## src/rtl/rv32_pkg.sv

```systemverilog
// rv32_pkg: shared RV32I fetch types: state encoding, NOP and the IF/ID record
package rv32_pkg;
  localparam int XLEN = 32;
  localparam logic [XLEN-1:0] RV_NOP = 32'h0000_0013;
  typedef enum logic {IDLE, WAIT} fetch_state_e;
  typedef struct packed {
    logic            valid;
    logic [XLEN-1:0] instr;
    logic [XLEN-1:0] pc;
    logic [XLEN-1:0] pcplus4;
  } ifid_t;
  localparam ifid_t IFID_RESET = '{valid: 1'b0, instr: RV_NOP, pc: '0, pcplus4: '0};
endpackage

```

## src/rtl/fetch_skid_buf.sv

```systemverilog
// fetch_skid_buf: one-entry IF/ID holding register absorbing a response while decode stalls
module fetch_skid_buf
  import rv32_pkg::*;
(
  input  logic  clk,
  input  logic  reset,
  input  logic  push,
  input  logic  pop,
  input  logic  clear,
  input  ifid_t d,
  output ifid_t q,
  output logic  full
);
  always_ff @(posedge clk or posedge reset)
    if (reset) begin
      q    <= IFID_RESET;
      full <= 1'b0;
    end else if (clear) begin
      full <= 1'b0;
    end else if (push) begin
      q    <= d;
      full <= 1'b1;
    end else if (pop) begin
      full <= 1'b0;
    end
endmodule

```

## src/rtl/fetch_stage.sv

```systemverilog
// fetch_stage: RV32I IF stage with req/gnt/rvalid imem, skid buffer and redirect flush.
// Define FETCH_PERF_EN to add perf_fetched_o/perf_killed_o counters.
module fetch_stage #(
  parameter int              XLEN     = 32,
  parameter logic [XLEN-1:0] RESET_PC = 32'h0000_0000
) (
  input  logic            clk,
  input  logic            reset,
  input  logic            id_stall,
  input  logic            redirect,
  input  logic [XLEN-1:0] redirect_pc,
  output logic            imem_req_o,
  output logic [XLEN-1:0] imem_addr_o,
  input  logic            imem_gnt_i,
  input  logic            imem_rvalid_i,
  input  logic [XLEN-1:0] imem_rdata_i,
`ifdef FETCH_PERF_EN
  output logic [31:0]     perf_fetched_o,
  output logic [31:0]     perf_killed_o,
`endif
  output logic            ifid_valid_o,
  output logic [XLEN-1:0] ifid_instr_o,
  output logic [XLEN-1:0] ifid_pc_o,
  output logic [XLEN-1:0] ifid_pcplus4_o
);
  import rv32_pkg::*;
  fetch_state_e    state, state_nxt;
  logic [XLEN-1:0] pc, pc_nxt, inflight_pc;
  logic            kill, kill_nxt, fire, resp, skid_push, skid_pop, skid_full;
  ifid_t           ifid, ifid_nxt, skid_q, resp_e, hole;
  // a response that cannot reach IF/ID this cycle parks in the skid, so no new request may follow it
  always_comb begin
    resp       = imem_rvalid_i && state == WAIT && !kill && !redirect;
    skid_push  = resp && (id_stall ? ifid.valid : skid_full);
    skid_pop   = !redirect && !id_stall && skid_full;
    imem_req_o = !reset && !redirect && !skid_full && !skid_push && (state == IDLE || imem_rvalid_i);
    fire       = imem_req_o && imem_gnt_i;
    state_nxt  = fire ? WAIT : imem_rvalid_i ? IDLE : state;
    kill_nxt   = redirect ? state == WAIT && !imem_rvalid_i : kill && !imem_rvalid_i;
    pc_nxt     = redirect ? redirect_pc & ~XLEN'(3) : fire ? pc + XLEN'(4) : pc;
    resp_e     = '{valid: 1'b1, instr: imem_rdata_i, pc: inflight_pc, pcplus4: inflight_pc + XLEN'(4)};
    hole       = '{valid: 1'b0, instr: RV_NOP, pc: ifid.pc, pcplus4: ifid.pcplus4};
    ifid_nxt   = redirect ? hole : skid_pop ? skid_q : (!id_stall || !ifid.valid) ? (resp ? resp_e : hole) : ifid;
  end
  always_ff @(posedge clk or posedge reset)
    if (reset) begin
      state       <= IDLE;
      pc          <= RESET_PC;
      inflight_pc <= RESET_PC;
      kill        <= 1'b0;
      ifid        <= IFID_RESET;
    end else begin
      state       <= state_nxt;
      pc          <= pc_nxt;
      inflight_pc <= fire ? pc : inflight_pc;
      kill        <= kill_nxt;
      ifid        <= ifid_nxt;
    end
  fetch_skid_buf u_skid (
    .clk   (clk),
    .reset (reset),
    .push  (skid_push),
    .pop   (skid_pop),
    .clear (redirect),
    .d     (resp_e),
    .q     (skid_q),
    .full  (skid_full)
  );
`ifdef FETCH_PERF_EN
  always_ff @(posedge clk or posedge reset)
    if (reset) begin
      perf_fetched_o <= '0;
      perf_killed_o  <= '0;
    end else begin
      perf_fetched_o <= perf_fetched_o + 32'(resp);
      perf_killed_o  <= perf_killed_o + 32'(imem_rvalid_i && state == WAIT && (kill || redirect))
                        + 32'(redirect && ifid.valid) + 32'(redirect && skid_full);
    end
`endif
  assign imem_addr_o    = pc;
  assign ifid_valid_o   = ifid.valid;
  assign ifid_instr_o   = ifid.instr;
  assign ifid_pc_o      = ifid.pc;
  assign ifid_pcplus4_o = ifid.pcplus4;
endmodule
```

## config.mk

```make
export PLATFORM = sky130hd
export DESIGN_NAME = fetch_stage
export DESIGN_NICKNAME = d
export VERILOG_FILES = /design/src/rtl/rv32_pkg.sv /design/src/rtl/fetch_skid_buf.sv /design/src/rtl/fetch_stage.sv
export SDC_FILE = /design/constraint.sdc
export NUM_CORES = 1
export LEC_CHECK = 0
export ABC_CLOCK_PERIOD_IN_PS = 5900
export BUFFER_PORTS_ARGS = -buffer_cell sky130_fd_sc_hd__buf_4
export CORE_MARGIN = 3
export CORE_UTILIZATION = 51
export DETAILED_ROUTE_END_ITERATION = 12
export PLACE_DENSITY = 0.8
export SLEW_MARGIN = 25
export SYNTH_ARGS = -nofsm -noshare
export SYNTH_HDL_FRONTEND = slang
export SYNTH_HIERARCHICAL = 1
export SYNTH_SLANG_ARGS = --single-unit
```

## constraint.sdc

```tcl
create_clock -name clk -period 5.9 [get_ports clk]
set_input_delay 0.295 -clock clk [delete_from_list [all_inputs] [get_ports clk]]
set_output_delay 0.295 -clock clk [all_outputs]
set_load 0.03 [all_outputs]
```

### Yosys cells after proc, flatten, opt, wreduce, memory -nomap -nowiden

Cells that the tools add are included.

| operators by class | value |
|---|---|
| equal/unequal tests | 0 |
| multiply operators | 0 |
| reduce and logical (&&, ||, !) cells | 31 |
| div/mod/pow operators | 0 |
| shift operators | 0 |
| add/subtract/negate cells | 2 |
| bitwise gates (word level) | 2 |
| mux-type cells | 13 |
| $lt $le $gt $ge | 0 |

Operator list:

| kind | number |
|---|---|
| 97-bit 2-to-1 mux | 4 |
| 32-bit by 3-bit adder with 32-bit output, second input constant | 2 |
| 32-bit 2-to-1 mux | 2 |
| 1-bit logical AND | 13 |
| 1-bit zero test | 8 |
| 2-bit nonzero test | 4 |
| 1-bit 2-to-1 mux | 7 |
| 3-bit nonzero test | 2 |
| 3-bit AND reduction | 1 |
| 1-bit logical OR | 2 |
| 1-bit inverter | 2 |
| 2-bit AND reduction | 1 |

| word-level totals | value |
|---|---|
| ROM bits | 0 |
| logic and storage cells | 61 |
| memories | 0 |
| output and inout port bits | 130 |
| bits in writable memories | 0 |
| latch bits | 0 |
| flip-flop bits (word level) | 261 |
| input port bits | 70 |

### Longest topological paths before layout

| logic depth | value |
|---|---|
| depth in word-level cells | 10 |
| mapped depth | 8 |
| mapped depth without buffers | 6 |

### Cells and area by module

The synthesis kept the hierarchy.

By module, submodules not included:

| module | area an instance (sq um) | cells an instance | seq. area each (sq um) | instances |
|---|---|---|---|---|
| fetch_stage | 7836.3 | 848 | 3982.6 | 1 |
| fetch_skid_buf | 3783.6 | 211 | 2456.1 | 1 |

### Least setup slack after synthesis

OpenSTA, ideal clock, no wires.

| timing path | value |
|---|---|
| kind | input -> output |
| start | input reset |
| end | output imem_req_o |
| arrival | 4353 ps |
| setup slack | 1252 ps |
| required time | 5605 ps |
| stages on the path | 3 |
| path buffers | 0 |
| path through | inv_1 nand3_1 nor2_1 |

| on the way | value |
|---|---|
| word-level cells in the longest chain between the ends | 5 |

RTL lines:

| element | line | RTL |
|---|---|---|
| start, declared | fetch_stage.sv:8 | `input logic reset,` |
| 1-bit zero test (no source line) | n/a |  |
| 1-bit logical AND (4 in a row) | fetch_stage.sv:36 | `imem_req_o = !reset && !redirect && !skid_full && !skid_push && (state == IDLE \|\| imem_rvalid_i);` |
| end, declared | fetch_stage.sv:12 | `output logic imem_req_o,` |

No other way between the ends.

### Worst setup path in the final report

| timing path | value |
|---|---|
| start | register u_skid.full |
| end | register ifid, in the netlist ifid_pc_o[18] |

| on the way | value |
|---|---|
| word-level cells in the longest chain between the ends | 3 |
| elaborated cells on any way between the ends | 5 |
| classes of those cells | mux (1); reduce/logical (4) |

RTL lines:

| element | line | RTL |
|---|---|---|
| start, declared | fetch_skid_buf.sv:12 | `output logic full` |
| start signal, assigned | fetch_skid_buf.sv:17 | `full <= 1'b0;` |
| start signal, assigned | fetch_skid_buf.sv:19 | `full <= 1'b0;` |
| start signal, assigned | fetch_skid_buf.sv:22 | `full <= 1'b1;` |
| 1-bit logical AND (*) | fetch_stage.sv:35 | `skid_pop = !redirect && !id_stall && skid_full;` |
| 2-bit nonzero test (no source line) | n/a |  |
| 3-bit AND reduction (no source line) | n/a |  |
| end signal, assigned | fetch_stage.sv:57 | `ifid <= ifid_nxt;` |
| end, declared | fetch_stage.sv:30 | `ifid_t ifid, ifid_nxt, skid_q, resp_e, hole;` |

Every way passes the cells marked *; elsewhere a longest branch is shown, timed or not.
A chain may end at the register's enable or synchronous reset.

==> results list <==
- Worst slew margin: roughly a third
- The final hold violation count is 0.
- STA classifies the critical path endpoint as a flip-flop.
- Setup repair after global routing missed its margin: no
* Critical path peak fanout: 62
- The total overflow left after global routing is 0.
- The die is approximately 160 microns tall.
- On the final layout, the worst hold slack is between 0.015 and 0.02 ns.
- The final layout contains approximately 1300 nets.
- IR analysis of the VDD net gives a maximum drop of approximately 260 uV.
* Post-synth ARST share: between 90% and 100%
* Die area: ~0.025 sq mm
- In this run the worst hold path is classified as in2reg.
- Syn avg cell area: around 11 sq um
- Initial drt markers: 641
- For this run, the total global-route usage over all layers was measured as about a quarter.
- Per-cell via count in the routed design: approximately 5.9
- Summing every instance area after synthesis gives around 0.012 sq mm.
- Clock latency on the worst-skew pair, taken at its later pin, is 0.53 ns.
* Drt drc: 0
- 200 I/O pins were placed.
- In this run the remaining antenna-violating nets after routing total 0.
- The synthesized netlist contains 58 unique library cells.
- # diodes: 0
* CTS tree: built
- For this run, the top clock speed supported by timing is 318 MHz.
* Most common flop cell mapped by yosys: sky130_fd_sc_hd__dfrtp_1
* Average wire per standard cell: 19.2 microns
* Initial antenna violation count: 0
- For met2 alone, demand over resource in global routing was a little under two fifths.
- Portion of the post-synthesis area used by sequential elements: between 50% and 60%
- Maximum number of pins on one net before global-route repair: a little under 90
- Post-place instance area: ~0.013 sq mm
- Clock tree buffer depth: 3
* Number of hold-repair buffers added at the cts stage: 43
- Layout cells sized above 1: between 20 and 30%
* Kind of critical path: reg2reg
- STA puts the critical path data required time at 6.34 ns.
* Global-route wire length before repair: a little under 50 mm
- Final WS setup: 2.75 ns
* Worst-case setup slack after placement: 2.68 ns
* Category of the worst setup path launch point: flip-flop
* PD cells: 298 mW/mm^2
- Core Rows: 54
- Most frequent standard cell in the layout excluding fill and tap cells: sky130_fd_sc_hd__dfrtp_1
- Final TNS setup: 0 ns
* Filler-free cell count of the finished design: ~1600
* Iteration count of the initial detailed-routing pass: 5
- For this run, global-route usage on met3 was measured as between 4 and 5%.
- Global placer's final weighted congestion: around 0.83
- Syn. warnings: 6
- The count of final max-slew check failures is 0.
- After clock tree synthesis, the repair step resized 0 gates.
- Crit share post-route: about 53%
- In the layout the commonest cells are 251 x sky130_fd_sc_hd__dfrtp_1, 203 x sky130_fd_sc_hd__buf_4, 195 x sky130_fd_sc_hd__nand2_1.
* Post-synthesis register bit count: between 200 and 300
- The die is 157 microns wide.
- Worst-margin pin slew: a little over 1 ns
- Synth-to-layout area growth: 25.0%
- In this run the clock root is driven by a sky130_fd_sc_hd__clkbuf_16.
- Wires add up to around 30 mm.
- The region available for standard cell placement spans 0.0221 sq mm.
- Most utilized layer in the global route result: met2
- Data arrival time of the worst path: about 3.6 ns
- Max-cap violations in this run came to 0.
- Setup violations remaining at the end of the flow were counted as 0.
- Post-Synthesis Cells: roughly 1100
- Grt met1 use: about 34%
- Between clock sinks in the finished design, the worst skew comes to 0.0137 ns.
- Counting flops with a built-in enable in the synthesized netlist gives 0.
- Initial Util: a little over half
- Period minus WS final: between 3 and 4 ns
- After legalization and detailed placement, the total HPWL measured 19.3 mm.
* Number of I/O port buffers: roughly 200
* Number of clock sinks seen by CTS: 257
- Leakage: approximately 6.8 nW
- The flow ran to the end, and the final reports show no timing, DRC or antenna violations.
- # H-tree levels: 1
- Clock-pin slew was measured on the worst setup and hold paths at approximately 0.060 ns.
- After clock tree synthesis, the setup repair step added 0 buffers.
- Number of global-route vias before repair: 9319
* Detailed-route via count: just over 9000
* Number of buffers created by CTS: 27
- With fillers left out, the area of the finished cells amounts to between 0.01 and 0.015 sq mm.
- The number of placed instances, taps included, is between 1000 and 1500.
## cells by family (layout without fill, tap and decap cells)
family,count (synthesis),count (layout),synth area share [%]
AO/OA/AOI/OAI,250,250,14.5
XOR/XNOR,37,37,2.85
adder cells (fa/ha/maj),2,2,0.215
buffers and inverters,90,309,3.51
flip-flops,257,257,55.4
multiplexers,100,100,10.6
other,2,7,0.0646
AND/OR/NAND/NOR,321,321,12.8
## critical path: stages, from the launching register on
cell and delay [ns]:
sky130_fd_sc_hd__dfrtp_1 0.45, sky130_fd_sc_hd__nor2b_1 0.62, sky130_fd_sc_hd__nand2_1 0.27, sky130_fd_sc_hd__inv_2 0.54, sky130_fd_sc_hd__buf_4 0.69, sky130_fd_sc_hd__a22oi_1 0.26
sky130_fd_sc_hd__o21ai_0 0.20
## synth_stat cells, types with 13 or more instances
cell / number / area [sq um]
sky130_fd_sc_hd__clkbuf_1: 44 / 165
sky130_fd_sc_hd__nand3_1: 29 / 145
sky130_fd_sc_hd__a22o_1: 20 / 175
sky130_fd_sc_hd__buf_1: 14 / 52.6
sky130_fd_sc_hd__nor2_1: 28 / 105
sky130_fd_sc_hd__mux2_4: 30 / 450
sky130_fd_sc_hd__mux2_2: 67 / 754
sky130_fd_sc_hd__nand4_1: 19 / 119
sky130_fd_sc_hd__o21ai_0: 96 / 480
sky130_fd_sc_hd__a22oi_1: 72 / 541
sky130_fd_sc_hd__xor2_1: 18 / 158
sky130_fd_sc_hd__nand2_1: 195 / 732
sky130_fd_sc_hd__dfrtp_1: 251 / 6280
sky130_fd_sc_hd__a31o_2: 13 / 114
sky130_fd_sc_hd__xnor2_1: 18 / 158
sky130_fd_sc_hd__inv_1: 13 / 48.8
## cell type report
| type | instances | area (sq um) |
|---|---|---|
| clock buffer | 41 | 788 |
| clock inverter | 7 | 85.1 |
| fill | 1657 | 7560 |
| inverter | 14 | 60.1 |
| multi-input combinational | 717 | 4830 |
| sequential | 257 | 6440 |
| tap | 280 | 350 |
| timing repair buffer | 247 | 1970 |
## sequential cells by signal, indices dropped and copies added, names as in the netlist
register,count
kill,1
u_skid/full,1
u_skid/q,97
inflight_pc,30
imem_addr_o,30
ifid_pcplus4_o,32
ifid_valid_o,1
ifid_instr_o,32
ifid_pc_o,32
state,1
## per-stage QoR
stage | power [mW] | utilization (%)
finish | 4.33 | 65.8
CTS | 4.36 | 65.7
global route | 4.49 | 65.8
global placement | 2.65 | 59.8
detailed placement | 2.66 | 59.8
floorplan | 2.40 | -
## where the power goes
group / internal (mW) / total [mW] / leakage, nW / switching [mW]
clock: 1.00 / 1.67 / 0.433 / 0.668
combinational: 0.256 / 0.620 / 2.89 / 0.364
sequential: 1.88 / 2.04 / 3.46 / 0.166
## path summary, 6_finish.rpt
kind / from / endpoint / slack [ns] / depth (start not counted)
setup / recovery: u_skid/full / ifid_pc_o[18] / 2.75 / 6
hold / removal: imem_rdata_i[20] / u_skid/q[84] / 0.02 / 2
setup reg to reg: u_skid/full / ifid_pc_o[18] / 2.75 / 6
hold reg to reg: ifid_pcplus4_o[16] / ifid_pcplus4_o[16] / 0.48 / 2
max in group asynchronous: reset / inflight_pc[3] / 3.67 / 5
min in group asynchronous: reset / ifid_pcplus4_o[24] / 0.36 / 3
## per-layer routing
| metal | up-vias | wire length (microns) |
|---|---|---|
| li1 | 4210 | - |
| met1 | 4549 | 13100 |
| met4 | 0 | 1010 |
| met5 | - | 0 |
| met3 | 74 | 1960 |
| met2 | 346 | 14000 |
Power figures use the tool's default switching activity.
